--- config.mk ---
export PLATFORM = sky130hd
export DESIGN_NAME = updown_cnt_ctrl
export DESIGN_NICKNAME = d
export VERILOG_FILES = /design/src/rtl/updown_cnt_ctrl.sv
export SDC_FILE = /design/constraint.sdc
export NUM_CORES = 1
export LEC_CHECK = 0
export ABC_AREA = 1
export CORE_ASPECT_RATIO = 0.5
export CORE_UTILIZATION = 45
export CTS_BUF_LIST = sky130_fd_sc_hd__clkbuf_2
export DETAILED_ROUTE_END_ITERATION = 10
export PLACE_DENSITY = 0.62
export SETUP_SLACK_MARGIN = 0.3
export SYNTH_ARGS = -nofsm -noshare
export SYNTH_HDL_FRONTEND = slang
export SYNTH_SLANG_ARGS = --single-unit
--- constraint.sdc ---
create_clock -name clk -period 1.3 [get_ports clk]
set_input_delay 0.26 -clock clk [delete_from_list [all_inputs] [get_ports clk]]
set_output_delay 0.26 -clock clk [all_outputs]
set_load 0.005 [all_outputs]
--- src/rtl/updown_cnt_ctrl.sv ---
// -----------------------------------------------------------------------------
// updown_cnt_ctrl
//
// Purpose
//   Count source feeding the display scanner. Three raw push buttons are
//   synchronized and debounced. Their press events drive a STOP/UP/DOWN state
//   machine. While the machine is in UP or DOWN, a 16-bit prescaler produces
//   one count step every STEP_DIV clocks. The count runs over 0..MAX_CNT and
//   wraps in both directions. Each wrap emits a one-clock pulse and toggles
//   the LED.
//
// Parameters
//   STEP_DIV    clocks per count step               (2..65535)
//   DEB_CYCLES  stable clocks to accept a new level (2..255)
//   MAX_CNT     terminal count                      (1..255)
//
// Ports
//   clk       in   1  count/scan clock
//   rst_n     in   1  asynchronous reset, active low
//   btn_up    in   1  raw button, active high, asynchronous to clk
//   btn_down  in   1  raw button, active high, asynchronous to clk
//   btn_stop  in   1  raw button, active high, asynchronous to clk
//   cnt       out  8  current count, 0..MAX_CNT
//   dir       out  2  2'b10 UP, 2'b01 DOWN, 2'b00 STOP
//   wrap      out  1  one-clock pulse coincident with a wrapped count value
//   led       out  1  toggles on every wrap
// -----------------------------------------------------------------------------
module updown_cnt_ctrl #(
    parameter int unsigned STEP_DIV   = 1000,
    parameter int unsigned DEB_CYCLES = 20,
    parameter int unsigned MAX_CNT    = 99
) (
    input  logic       clk,
    input  logic       rst_n,
    input  logic       btn_up,
    input  logic       btn_down,
    input  logic       btn_stop,
    output logic [7:0] cnt,
    output logic [1:0] dir,
    output logic       wrap,
    output logic       led
);

    // Bit positions of the three buttons inside the conditioning vectors.
    localparam int BTN_UP   = 0;
    localparam int BTN_DOWN = 1;
    localparam int BTN_STOP = 2;

    localparam logic [15:0] STEP_LAST = 16'(STEP_DIV - 1);
    localparam logic [7:0]  DEB_LAST  = 8'(DEB_CYCLES - 1);
    localparam logic [7:0]  MAX_C     = 8'(MAX_CNT);

    // The state encodings match the dir output encoding.
    typedef enum logic [1:0] {
        ST_STOP = 2'b00,
        ST_UP   = 2'b10,
        ST_DOWN = 2'b01
    } state_e;

    // ---------------------------------------------------------------------
    // Signals
    // ---------------------------------------------------------------------
    logic [2:0]      btn_raw_s;

    logic [2:0]      sync1_q,     sync1_d;
    logic [2:0]      sync2_q,     sync2_d;
    logic [2:0]      deb_level_q, deb_level_d;
    logic [2:0][7:0] deb_cnt_q,   deb_cnt_d;
    logic [2:0]      deb_prev_q,  deb_prev_d;
    logic [2:0]      press_q,     press_d;

    state_e          state_q,     state_d;
    logic            state_chg_s;

    logic [15:0]     presc_q,     presc_d;
    logic            step_s;

    logic [7:0]      cnt_q,       cnt_d;
    logic [1:0]      dir_q,       dir_d;
    logic            wrap_q,      wrap_d;
    logic            led_q,       led_d;

    assign btn_raw_s = {btn_stop, btn_down, btn_up};

    // ---------------------------------------------------------------------
    // Input conditioning
    // ---------------------------------------------------------------------

    // Two-stage synchronizer next-state for the raw buttons.
    always_comb begin
        sync1_d = btn_raw_s;
        sync2_d = sync1_q;
    end

    // Debounce: the accepted level flips only after the synced level has
    // differed from it on DEB_CYCLES consecutive clocks. The counter restarts
    // whenever the synced level agrees with the accepted level again.
    always_comb begin
        deb_level_d = deb_level_q;
        deb_cnt_d   = '0;
        for (int i = 0; i < 3; i++) begin
            if (sync2_q[i] != deb_level_q[i]) begin
                if (deb_cnt_q[i] == DEB_LAST) begin
                    deb_level_d[i] = sync2_q[i];
                    deb_cnt_d[i]   = 8'd0;
                end else begin
                    deb_cnt_d[i]   = deb_cnt_q[i] + 8'd1;
                end
            end else begin
                deb_cnt_d[i] = 8'd0;
            end
        end
    end

    // Press event: registered one-clock pulse on the rising edge of the
    // debounced level. A release produces no event.
    always_comb begin
        deb_prev_d = deb_level_q;
        press_d    = deb_level_q & ~deb_prev_q;
    end

    // ---------------------------------------------------------------------
    // Direction FSM
    // ---------------------------------------------------------------------

    // Next-state: stop wins outright. Up and down pressed together, without
    // stop, cancel each other and leave the state unchanged.
    always_comb begin
        state_d = state_q;
        if (press_q[BTN_STOP]) begin
            state_d = ST_STOP;
        end else if (press_q[BTN_UP] && !press_q[BTN_DOWN]) begin
            state_d = ST_UP;
        end else if (press_q[BTN_DOWN] && !press_q[BTN_UP]) begin
            state_d = ST_DOWN;
        end else begin
            state_d = state_q;
        end
        // A press for the current state is not a change, so it leaves the
        // prescaler running.
        state_chg_s = (state_d != state_q);
    end

    // ---------------------------------------------------------------------
    // Prescaler and count stepping
    // ---------------------------------------------------------------------

    // Prescaler: holds 0 in STOP and clears on every state change. It
    // discards any partial period, and a change on a terminal clock takes
    // precedence over the step.
    always_comb begin
        presc_d = presc_q;
        step_s  = 1'b0;
        if (state_chg_s) begin
            presc_d = 16'd0;
        end else begin
            case (state_q)
                ST_UP, ST_DOWN: begin
                    if (presc_q == STEP_LAST) begin
                        presc_d = 16'd0;
                        step_s  = 1'b1;
                    end else begin
                        presc_d = presc_q + 16'd1;
                    end
                end
                ST_STOP: presc_d = 16'd0;
                default: presc_d = 16'd0;
            endcase
        end
    end

    // Count, wrap pulse and LED. The upper bound uses >= so that an
    // out-of-range value can never persist.
    always_comb begin
        cnt_d  = cnt_q;
        wrap_d = 1'b0;
        led_d  = led_q;
        if (step_s) begin
            if (state_q == ST_UP) begin
                if (cnt_q >= MAX_C) begin
                    cnt_d  = 8'd0;
                    wrap_d = 1'b1;
                    led_d  = ~led_q;
                end else begin
                    cnt_d  = cnt_q + 8'd1;
                end
            end else begin
                if (cnt_q == 8'd0) begin
                    cnt_d  = MAX_C;
                    wrap_d = 1'b1;
                    led_d  = ~led_q;
                end else begin
                    cnt_d  = cnt_q - 8'd1;
                end
            end
        end else begin
            cnt_d = cnt_q;
        end
    end

    // dir is taken from the next state, so it updates on the same edge as
    // the state register.
    always_comb begin
        dir_d = state_d;
    end

    // ---------------------------------------------------------------------
    // Registers
    // ---------------------------------------------------------------------

    // Synchronizer, debounce and press-event registers.
    always_ff @(posedge clk or negedge rst_n) begin
        if (!rst_n) begin
            sync1_q     <= 3'b000;
            sync2_q     <= 3'b000;
            deb_level_q <= 3'b000;
            deb_cnt_q   <= '0;
            deb_prev_q  <= 3'b000;
            press_q     <= 3'b000;
        end else begin
            sync1_q     <= sync1_d;
            sync2_q     <= sync2_d;
            deb_level_q <= deb_level_d;
            deb_cnt_q   <= deb_cnt_d;
            deb_prev_q  <= deb_prev_d;
            press_q     <= press_d;
        end
    end

    // FSM state and prescaler registers.
    always_ff @(posedge clk or negedge rst_n) begin
        if (!rst_n) begin
            state_q <= ST_STOP;
            presc_q <= 16'd0;
        end else begin
            state_q <= state_d;
            presc_q <= presc_d;
        end
    end

    // Output registers.
    always_ff @(posedge clk or negedge rst_n) begin
        if (!rst_n) begin
            cnt_q  <= 8'd0;
            dir_q  <= 2'b00;
            wrap_q <= 1'b0;
            led_q  <= 1'b0;
        end else begin
            cnt_q  <= cnt_d;
            dir_q  <= dir_d;
            wrap_q <= wrap_d;
            led_q  <= led_d;
        end
    end

    assign cnt  = cnt_q;
    assign dir  = dir_q;
    assign wrap = wrap_q;
    assign led  = led_q;

endmodule

## After elaboration in Yosys (flattened, before gate mapping)

Index checks and enable logic that the tools add are counted.

- Bitwise gates (word level): 3
- Order comparisons: 1
- $add $sub $neg: 6
- Multiplexer cells: 25
- Equal/unequal tests: 11
- Reductions and logical operators: 11

Operators by type and width:

| kind | count |
|---|---|
| $mux W8 | 9 |
| $mux W16 | 3 |
| $add A8 B1 Y8 const B | 4 |
| $eq A8 B5 Y1 const B | 3 |
| $add A16 B1 Y16 const B | 1 |
| $eq A16 B10 Y1 const B | 1 |
| $mux W1 | 10 |
| $ge A8 B7 Y1 const B | 1 |
| $logic_not A8 Y1 | 1 |
| $sub A8 B1 Y8 const B | 1 |
| $mux W2 | 3 |
| $reduce_and A2 Y1 | 3 |
| $and A3 B3 Y3 | 1 |
| $ne A1 B1 Y1 | 3 |
| $not A3 Y3 | 1 |
| $reduce_and A3 Y1 | 1 |
| $eq A2 B1 Y1 const B | 1 |
| $eq A2 B2 Y1 const B | 1 |
| $logic_and A1 B1 Y1 | 2 |
| $logic_not A1 Y1 | 2 |
| $ne A2 B1 Y1 const B | 1 |
| $ne A2 B2 Y1 | 1 |
| $reduce_bool A2 Y1 | 1 |
| $reduce_or A2 Y1 | 1 |
| $not A1 Y1 | 1 |

- Output and inout port bits: 12
- Logic and storage cells: 72
- Bits of input ports: 5
- Register bits: 67

## Logic depth before layout (Yosys ltp)

Gate-level depths: netlist (run 1).

- Depth in word-level cells: 8
- Depth in mapped cells: 10
- Depth with buffers taken out: 10

## Least setup slack after synthesis (run 1)

No wires, ideal clock.

- Path type: reg2reg
- From: reg presc_q[0]
- To: reg cnt_q[0], in the netlist cnt[0]
- Data required time: 1.179 ns
- Period minus slack after synthesis: 1.420 ns
- Buffers on the path: 1
- Path slack: -0.120 ns
- Arrival: 1.299 ns
- Setup time: 0.121 ns
- Stages on the path, launching flop included: 10
- Path through: dfrtp_1 > ha_1 > nand3_1 > nor2_2 > nand2_2 > nor2_4 > nand2_2 > buf_6 > nand2_1 > o21ai_2

- Longest elaborated chain between the ends: 4

Ends and longest elaborated chain:

| item | RTL line | text |
|---|---|---|
| from (decl) | 75 | `logic [15:0] presc_q, presc_d;` |
| from (signal assigned) | 237 | `presc_q <= presc_d;` |
| $eq A16 B10 Y1 | 159 | `if (presc_q == STEP_LAST) begin` |
| $mux W1 | 159 |  |
| $mux W1 | 157 | `case (state_q)` |
| $mux W1 | 154 | `if (state_chg_s) begin` |
| to (signal assigned) | 249 | `cnt_q <= cnt_d;` |
| to (decl) | 78 | `logic [7:0] cnt_q, cnt_d;` |

Every way passes these cells.
A chain may end at the register's enable or synchronous reset.

## Final worst setup path (run 1)

- From: reg cnt_q[0], in the netlist cnt[0]
- To: reg cnt_q[4], in the netlist cnt[4]

- Longest elaborated chain between the ends: 3
- Elaborated cells between the ends (all ways): 7
- Those cells by class: 2 x add/sub; 1 x order compare; 3 x mux; 1 x reduce/logical

Ends and longest elaborated chain:

| item | RTL line | text |
|---|---|---|
| $sub A8 B1 Y8, or another cell as far along | 193 | `cnt_d = cnt_q - 8'd1;` |
| $mux W8, on equally long branches | 188, 180 |  |
| $mux W8 (*) | 179 | `if (state_q == ST_UP) begin` |

Every way passes the cells marked *; elsewhere a longest branch is shown, timed or not.

==> qor.csv, run 1 <==
stage,metric,value,unit
pwr,p_seq_share,57.4,%
detailed_routing,vias_per_cell,4.98,
final_layout,area_growth,45.9,%
timing,rsz0062_at_grt,yes,
timing,setup_viol,35,
final_layout,ff_latch_area,1690,µm²
detailed_routing,drt-total-wl,8640,µm
timing,period_share,119,%
pwr,p_per_area,728,nW/µm²
place,globalplace.congestion,0.894,
setup_path,end_kind,register,
place,dp_slack,-0.156,ns
global_route,antenna_found_initial,0,
pwr,clkPwrFrac,37.4,%
timing,slew_violations,0,
detailed_routing,first_pass_iters,5,
timing,clock_skew,0.0196,ns
pwr,combPwrFrac,5.2,%
final_layout,fin_util,69.3,%
synthesis,yosys_most_used_dff,dfrtp_1,
floorplan,fp.dieW,127,µm
outcome,violations,setup timing,
timing,relSlewSlack,72.7,%
synthesis,synth_edf_count,0,
setup_path,worstPathArrival,1.99,ns
pwr,p_int,2840,µW
detailed_routing,drc,0,
final_layout,n_antenna_cell,0,
timing,hold_viol_final,0,
detailed_routing,vias,3249,
pwr,max-vdd-ir-drop,0.674,mV
timing,timing.fmax,648,MHz
synthesis,synthCells,430,
pwr,cellLeakagePower,0.00239,µW
clock_network,cts_buffers,9,
final_layout,fin_nets,553,
timing,post-route-min-period,1.54,ns
detailed_routing,wl_per_cell,13.2,µm
floorplan,core,7460,µm²
clock_network,cts.path.max_buffers,2,
clock_network,clock-sinks,67,
global_route,overflow,0,
final_layout,drive_gt1_share,47.0,%
setup_path,start_kind,register,
setup_path,crit_fanout,7,
synthesis,ys_seq_area_share,47.3,%
synthesis,synth-async-reset-ratio,100,%
setup_path,crit_type,register to register,
synthesis,yosysTopAreaCell,dfrtp_1,
clock_network,cts_tree,done,
global_route,grt_pass1_wl,14700,µm
run,drv_cap,0,
synthesis,syn_nets,443,
final_layout,multiInputGateArea,2110,µm²
floorplan,io_pins,17,
place,hpwl,5400,µm
synthesis,netlist_area,3540,µm²
floorplan,fp.dieH,64.7,µm
floorplan,start_util,47.5,%
place,port_buffers,16,
pwr,p_total,3770,µW
synthesis,yosys-top-cells-area,"dfrtp_1, nand2_1, nor2_1",
clock_network,cts_root_buffer,clkbuf_2,
clock_network,path_clk_slew,0.19,ns
timing,worst_pin_slew,0.408,ns
synthesis,yosysTopAreaCellShare,47.3,%
synthesis,ys.warnings.count,0,
detailed_routing,drtIter0Drc,207,
synthesis,synth.ff_latch_count,67,
final_layout,n_fill_cell,571,
pwr,swShare,24.6,%
timing,setup_ws,-0.243,ns
detailed_routing,drtAntennaViolNets,0,
global_route,grt_max_degree,68,
pwr,power.switching,926,µW
synthesis,ys_types,31,
floorplan,dieArea,8250,µm²
clock_network,cts_max_level,3,
synthesis,synth_area_per_cell,8.24,µm²
global_route,grtUsageTotal,23.1,%
hold_path,holdCritPathClass,input port to register,
clock_network,worstSkewPairLatency,0.51,ns
global_route,grt_pass1_vias,3280,
floorplan,rows,22,
outcome,outcome,finished with violations,
setup_path,required,1.75,ns
==> cells by family after synthesis <==
| family | after synthesis | synth area share, % |
|---|---|---|
| and+or+nand+nor | 242 | 32.8 |
| DFF | 67 | 47.3 |
| buffers and inverters | 64 | 7.34 |
| adders and majority gates | 8 | 2.82 |
| AOI/OAI and AO/OA | 29 | 4.80 |
| xor gates and xnor gates | 20 | 4.94 |
==> metrics by stage <==
stage	cells	setup TNS [ns]	instance area, µm²	hold slack, ns
after floorplan	430	-0.574	3630	-0.0356
after global placement	596	-1.90	4240	0.298
after detailed placement	596	-2.60	4240	0.309
after CTS	647	-5.06	4920	0.125
after global routing	653	-7.71	5170	0.105
final	653	-4.64	5170	0.160
==> cell usage after synthesis (3+ instances only) <==
master / count
a21oi_1: 9
dfrtp_1: 67
ha_1: 8
inv_1: 53
inv_2: 6
nand2_1: 84
nand2_2: 12
nand3_1: 28
nand4_1: 18
nor2_1: 59
nor2_2: 17
nor3_1: 13
o21ai_0: 13
o21ai_2: 3
xnor2_1: 8
xor2_1: 12
==> state kept, by name, summed over array words and instances, names as in the netlist <==
| signal | cells |
|---|---|
| presc_q | 16 |
| deb_cnt_q | 24 |
| led | 1 |
| sync2_q | 3 |
| deb_prev_q | 3 |
| sync1_q | 3 |
| wrap | 1 |
| deb_level_q | 3 |
| cnt | 8 |
| dir | 2 |
| press_q | 3 |
==> metal layers <==
metal	GRT usage, %	routed length, µm	vias up
met5	0	0	-
li1	-	-	1591
met2	40.6	4290	63
met3	6.36	334	23
met4	8.33	199	0
met1	27.4	3810	1572
==> placed cells by master, fill, tap and decap left out, drive strengths merged <==
cell type,instances
nand2,98
buf,98
nor2,79
dfrtp,67
inv,59
nand3,30
nand4,18
o21ai,18
nor3,15
xor2,12
a21oi,10
clkbuf,9
ha,8
xnor2,8
clkinv,5
clkdlybuf4s50,3
bufinv,2
and3,2
o21bai,1
nor3b,1
clkinvlp,1
dlygate4sd3,1
==> final timing paths <==
kind / from / to / slack [ns] / depth (start not counted)
max: cnt[0]$_DFFE_PN0P_ / cnt[4]$_DFFE_PN0P_ / -0.24 / 9
min: btn_down / sync1_q[1]$_DFF_PN0_ / 0.16 / 1
max reg2reg: cnt[0]$_DFFE_PN0P_ / cnt[4]$_DFFE_PN0P_ / -0.24 / 9
min reg2reg: sync1_q[0]$_DFF_PN0_ / sync2_q[0]$_DFF_PN0_ / 0.37 / 0
max in group asynchronous: rst_n / cnt[2]$_DFFE_PN0P_ / 0.73 / 3
min in group asynchronous: rst_n / deb_cnt_q[20]$_DFF_PN0_ / 0.26 / 3
==> layout make-up <==
type                       instances  share of cell area, %
clock buffer                       9                  0.871
clock inverter                     7                   1.79
inverter                          60                   4.36
multi-input combinational        300                   40.8
sequential                        67                   32.6
tap                              108                   2.61
timing repair buffer             102                   16.9
==> repair_timing <==
action | 4_1_cts | 5_1_grt
resized for setup | 132 | 53
cloned | 1 | 0
endpoints found under the setup margin | 61 | 64
hold buffers | 1 | 0
pin swaps | 38 | 29
buffers inserted | 33 | 6
hold endpoints to repair | 67 | 0
==> power groups by stage <==
| stage | clock network, µW | registers, µW | logic, µW |
|---|---|---|---|
| CTS | 1450 | 2150 | 176 |
| floorplan | 0 | 2180 | 59.4 |
| global placement | 0 | 2180 | 133 |
| finish | 1410 | 2160 | 196 |
| global route | 1540 | 2170 | 224 |
| detailed placement | 0 | 2180 | 139 |
==> critical path: stages (launching register included) <==
cell and delay, ns:
dfrtp_1 0.44, buf_6 0.13, ha_4 0.15, nor2_1 0.09
nand2_1 0.10, a21oi_4 0.26, nand2_1 0.10, o21ai_2 0.08
nand2_1 0.07, nand2_1 0.06
(Power assumes the default switching activity.)
==> run 2: changes to the inputs <==
Settings changed: MAX_ROUTING_LAYER set to met4.
==> qor.csv, run 2 (synthesized netlist as in run 1, its figures left out) <==
stage,metric,value,unit,change
run,drv_cap,0,,unchanged
floorplan,rows,22,,unchanged
clock_network,cts.path.max_buffers,2,,unchanged
setup_path,required,1.75,ns,about the same
global_route,grt_pass1_vias,3280,,unchanged
place,dp_slack,-0.156,ns,unchanged
detailed_routing,vias_per_cell,5.00,,was 4.98
final_layout,largest_register,deb_cnt_q,,unchanged
detailed_routing,vias,3270,,was 3249
hold_path,hold_path_depth,1,,unchanged
timing,period_share,119,%,about the same
setup_path,crit_fanout,7,,unchanged
global_route,grt_pass1_wl,14600,µm,was 14700 µm
timing,slew_violations,0,,unchanged
clock_network,path_clk_slew,0.19,ns,about the same
floorplan,fp.dieH,64.7,µm,unchanged
global_route,grt_max_degree,68,,unchanged
place,hpwl,5400,µm,unchanged
setup_path,rr_endpoint,cnt[4]$_DFFE_PN0P_,,unchanged
final_layout,largest_register_ffs,24,,unchanged
timing,rsz0062_at_grt,yes,,unchanged
final_layout,layout_common_cells,"nand2_1, buf_4, dfrtp_1, inv_1, nor2_1",,unchanged
timing,fin_setup_tns,-4.75,ns,was -4.64 ns
final_layout,area_growth,46.2,%,was 45.9%
timing,post-route-min-period,1.55,ns,was 1.54 ns
floorplan,dieArea,8250,µm²,unchanged
outcome,violations,setup timing,,unchanged
final_layout,n_fill_cell,570,,was 571
timing,relSlewSlack,73.6,%,was 72.7%
setup_path,worstPathArrival,2.00,ns,was 1.99 ns
final_layout,n_antenna_cell,0,,unchanged
clock_network,clock-sinks,67,,unchanged
detailed_routing,wl_per_cell,13.2,µm,about the same
pwr,cellLeakagePower,0.00239,µW,about the same
hold_path,min_from,btn_down,,unchanged
timing,worst_pin_slew,0.394,ns,was 0.408 ns
final_layout,fin_nets,554,,was 553
setup_path,reg2reg_from,cnt[0]$_DFFE_PN0P_,,unchanged
timing,setup_viol,35,,unchanged
pwr,max-vdd-ir-drop,0.674,mV,about the same
final_layout,fin_util,69.4,%,was 69.3%
final_layout,final_common_cell,nand2_1,,unchanged
timing,clock_skew,0.0191,ns,was 0.0196 ns
floorplan,start_util,47.5,%,unchanged
global_route,overflow,0,,unchanged
clock_network,cts_root_buffer,clkbuf_2,,unchanged
setup_path,reg2reg_slack,-0.25,ns,was -0.24 ns
final_layout,drive_gt1_share,47.1,%,was 47.0%
setup_path,start_kind,register,,unchanged
setup_path,crit_type,register to register,,unchanged
detailed_routing,drc,0,,unchanged
clock_network,worstSkewPairLatency,0.51,ns,about the same
clock_network,cts_buffers,9,,unchanged
detailed_routing,first_pass_iters,4,,was 5
hold_path,holdCritPathClass,input port to register,,unchanged
timing,hold-worst-slack,0.159,ns,was 0.160 ns
detailed_routing,drtIter0Drc,227,,was 207
floorplan,fp.dieW,127,µm,unchanged
floorplan,core,7460,µm²,unchanged
hold_path,min_to,sync1_q[1]$_DFF_PN0_,,unchanged
clock_network,cts_max_level,3,,unchanged
pwr,p_per_area,727,nW/µm²,was 728 nW/µm²
clock_network,cts_tree,done,,unchanged
detailed_routing,drt-total-wl,8640,µm,about the same
timing,setup_ws,-0.246,ns,was -0.243 ns
detailed_routing,drtAntennaViolNets,0,,unchanged
setup_path,end_kind,register,,unchanged
global_route,antenna_found_initial,0,,unchanged
global_route,grtUsageTotal,23.7,%,was 23.1%
place,port_buffers,16,,unchanged
timing,hold_viol_final,0,,unchanged
setup_path,ff2ff_path_depth,9,,unchanged
outcome,outcome,finished with violations,,unchanged
timing,timing.fmax,647,MHz,was 648 MHz
place,globalplace.congestion,0.909,,was 0.894
floorplan,io_pins,17,,unchanged
==> run 2: what timing repair did <==
item                                   4_1_cts  5_1_grt
pin swaps                                   38       29
endpoints found under the hold margin       67        0
cloned                                       1        0
setup endpoints to repair                   61       64
buffers inserted                            33        7
hold buffers                                 1        0
gates resized for setup                    132       53
==> run 2: worst max-delay path: stages, from the launching register on <==
cell and delay (ns):
dfrtp_1 0.44, buf_6 0.13, ha_4 0.15, nor2_1 0.09
nand2_1 0.10, a21oi_4 0.27, nand2_1 0.11, o21ai_2 0.08
nand2_1 0.07, nand2_1 0.06
==> run 2: area by class of cell <==
type / instances / area [µm²] / area share, %
Clock buffer: 9 / 45.0 / 0.870
Clock inverter: 7 / 92.6 / 1.79
Inverter: 60 / 225 / 4.35
Multi-Input combinational cell: 300 / 2110 / 40.8
Sequential cell: 67 / 1690 / 32.6
Tap cell: 108 / 135 / 2.61
Timing Repair Buffer: 103 / 881 / 17.0
==> run 2: routing by layer <==
metal | share of wire (%) | GRT usage, % | up-vias
li1 | - | - | 1591
met1 | 44 | 27.3 | 1583
met2 | 50 | 40.6 | 73
met3 | 3.9 | 6.36 | 23
met4 | 2.3 | 8.33 | 0
met5 | 0 | - | -
==> run 2: stage by stage <==
stage | power [µW] | std cells | instance area (µm²)
floorplan | 2240 | 430 | 3630
global placement | 2310 | 596 | 4240
detailed placement | 2320 | 596 | 4240
CTS | 3780 | 647 | 4920
global route | 3940 | 654 | 5180
finish | 3770 | 654 | 5180
==> run 2: worst max path at each step <==
| stage | end | start | depth (start not counted) | slack (ns) |
|---|---|---|---|---|
| finish | cnt[4]$_DFFE_PN0P_ | cnt[0]$_DFFE_PN0P_ | 9 | -0.25 |
| detailed placement | led$_DFFE_PN0P_ | cnt[1]$_DFFE_PN0P_ | 9 | -0.16 |
| floorplan | wrap$_DFF_PN0_ | cnt[1]$_DFFE_PN0P_ | 6 | -0.04 |
| CTS | cnt[4]$_DFFE_PN0P_ | cnt[0]$_DFFE_PN0P_ | 9 | -0.24 |
| global route | cnt[4]$_DFFE_PN0P_ | cnt[0]$_DFFE_PN0P_ | 9 | -0.34 |
| global placement | led$_DFFE_PN0P_ | cnt[1]$_DFFE_PN0P_ | 9 | -0.13 |
==> run 2: where the power goes <==
part / switching (µW) / internal [µW]
registers: 40.7 / 2120
logic: 105 / 90.2
clock network: 781 / 630
==> run 3: changes to the inputs <==
Settings changed: CTS_CLUSTER_SIZE set to 14.
==> results of run 3 <==
No change in the layout: final DEF, timing and power equal those of run 2.
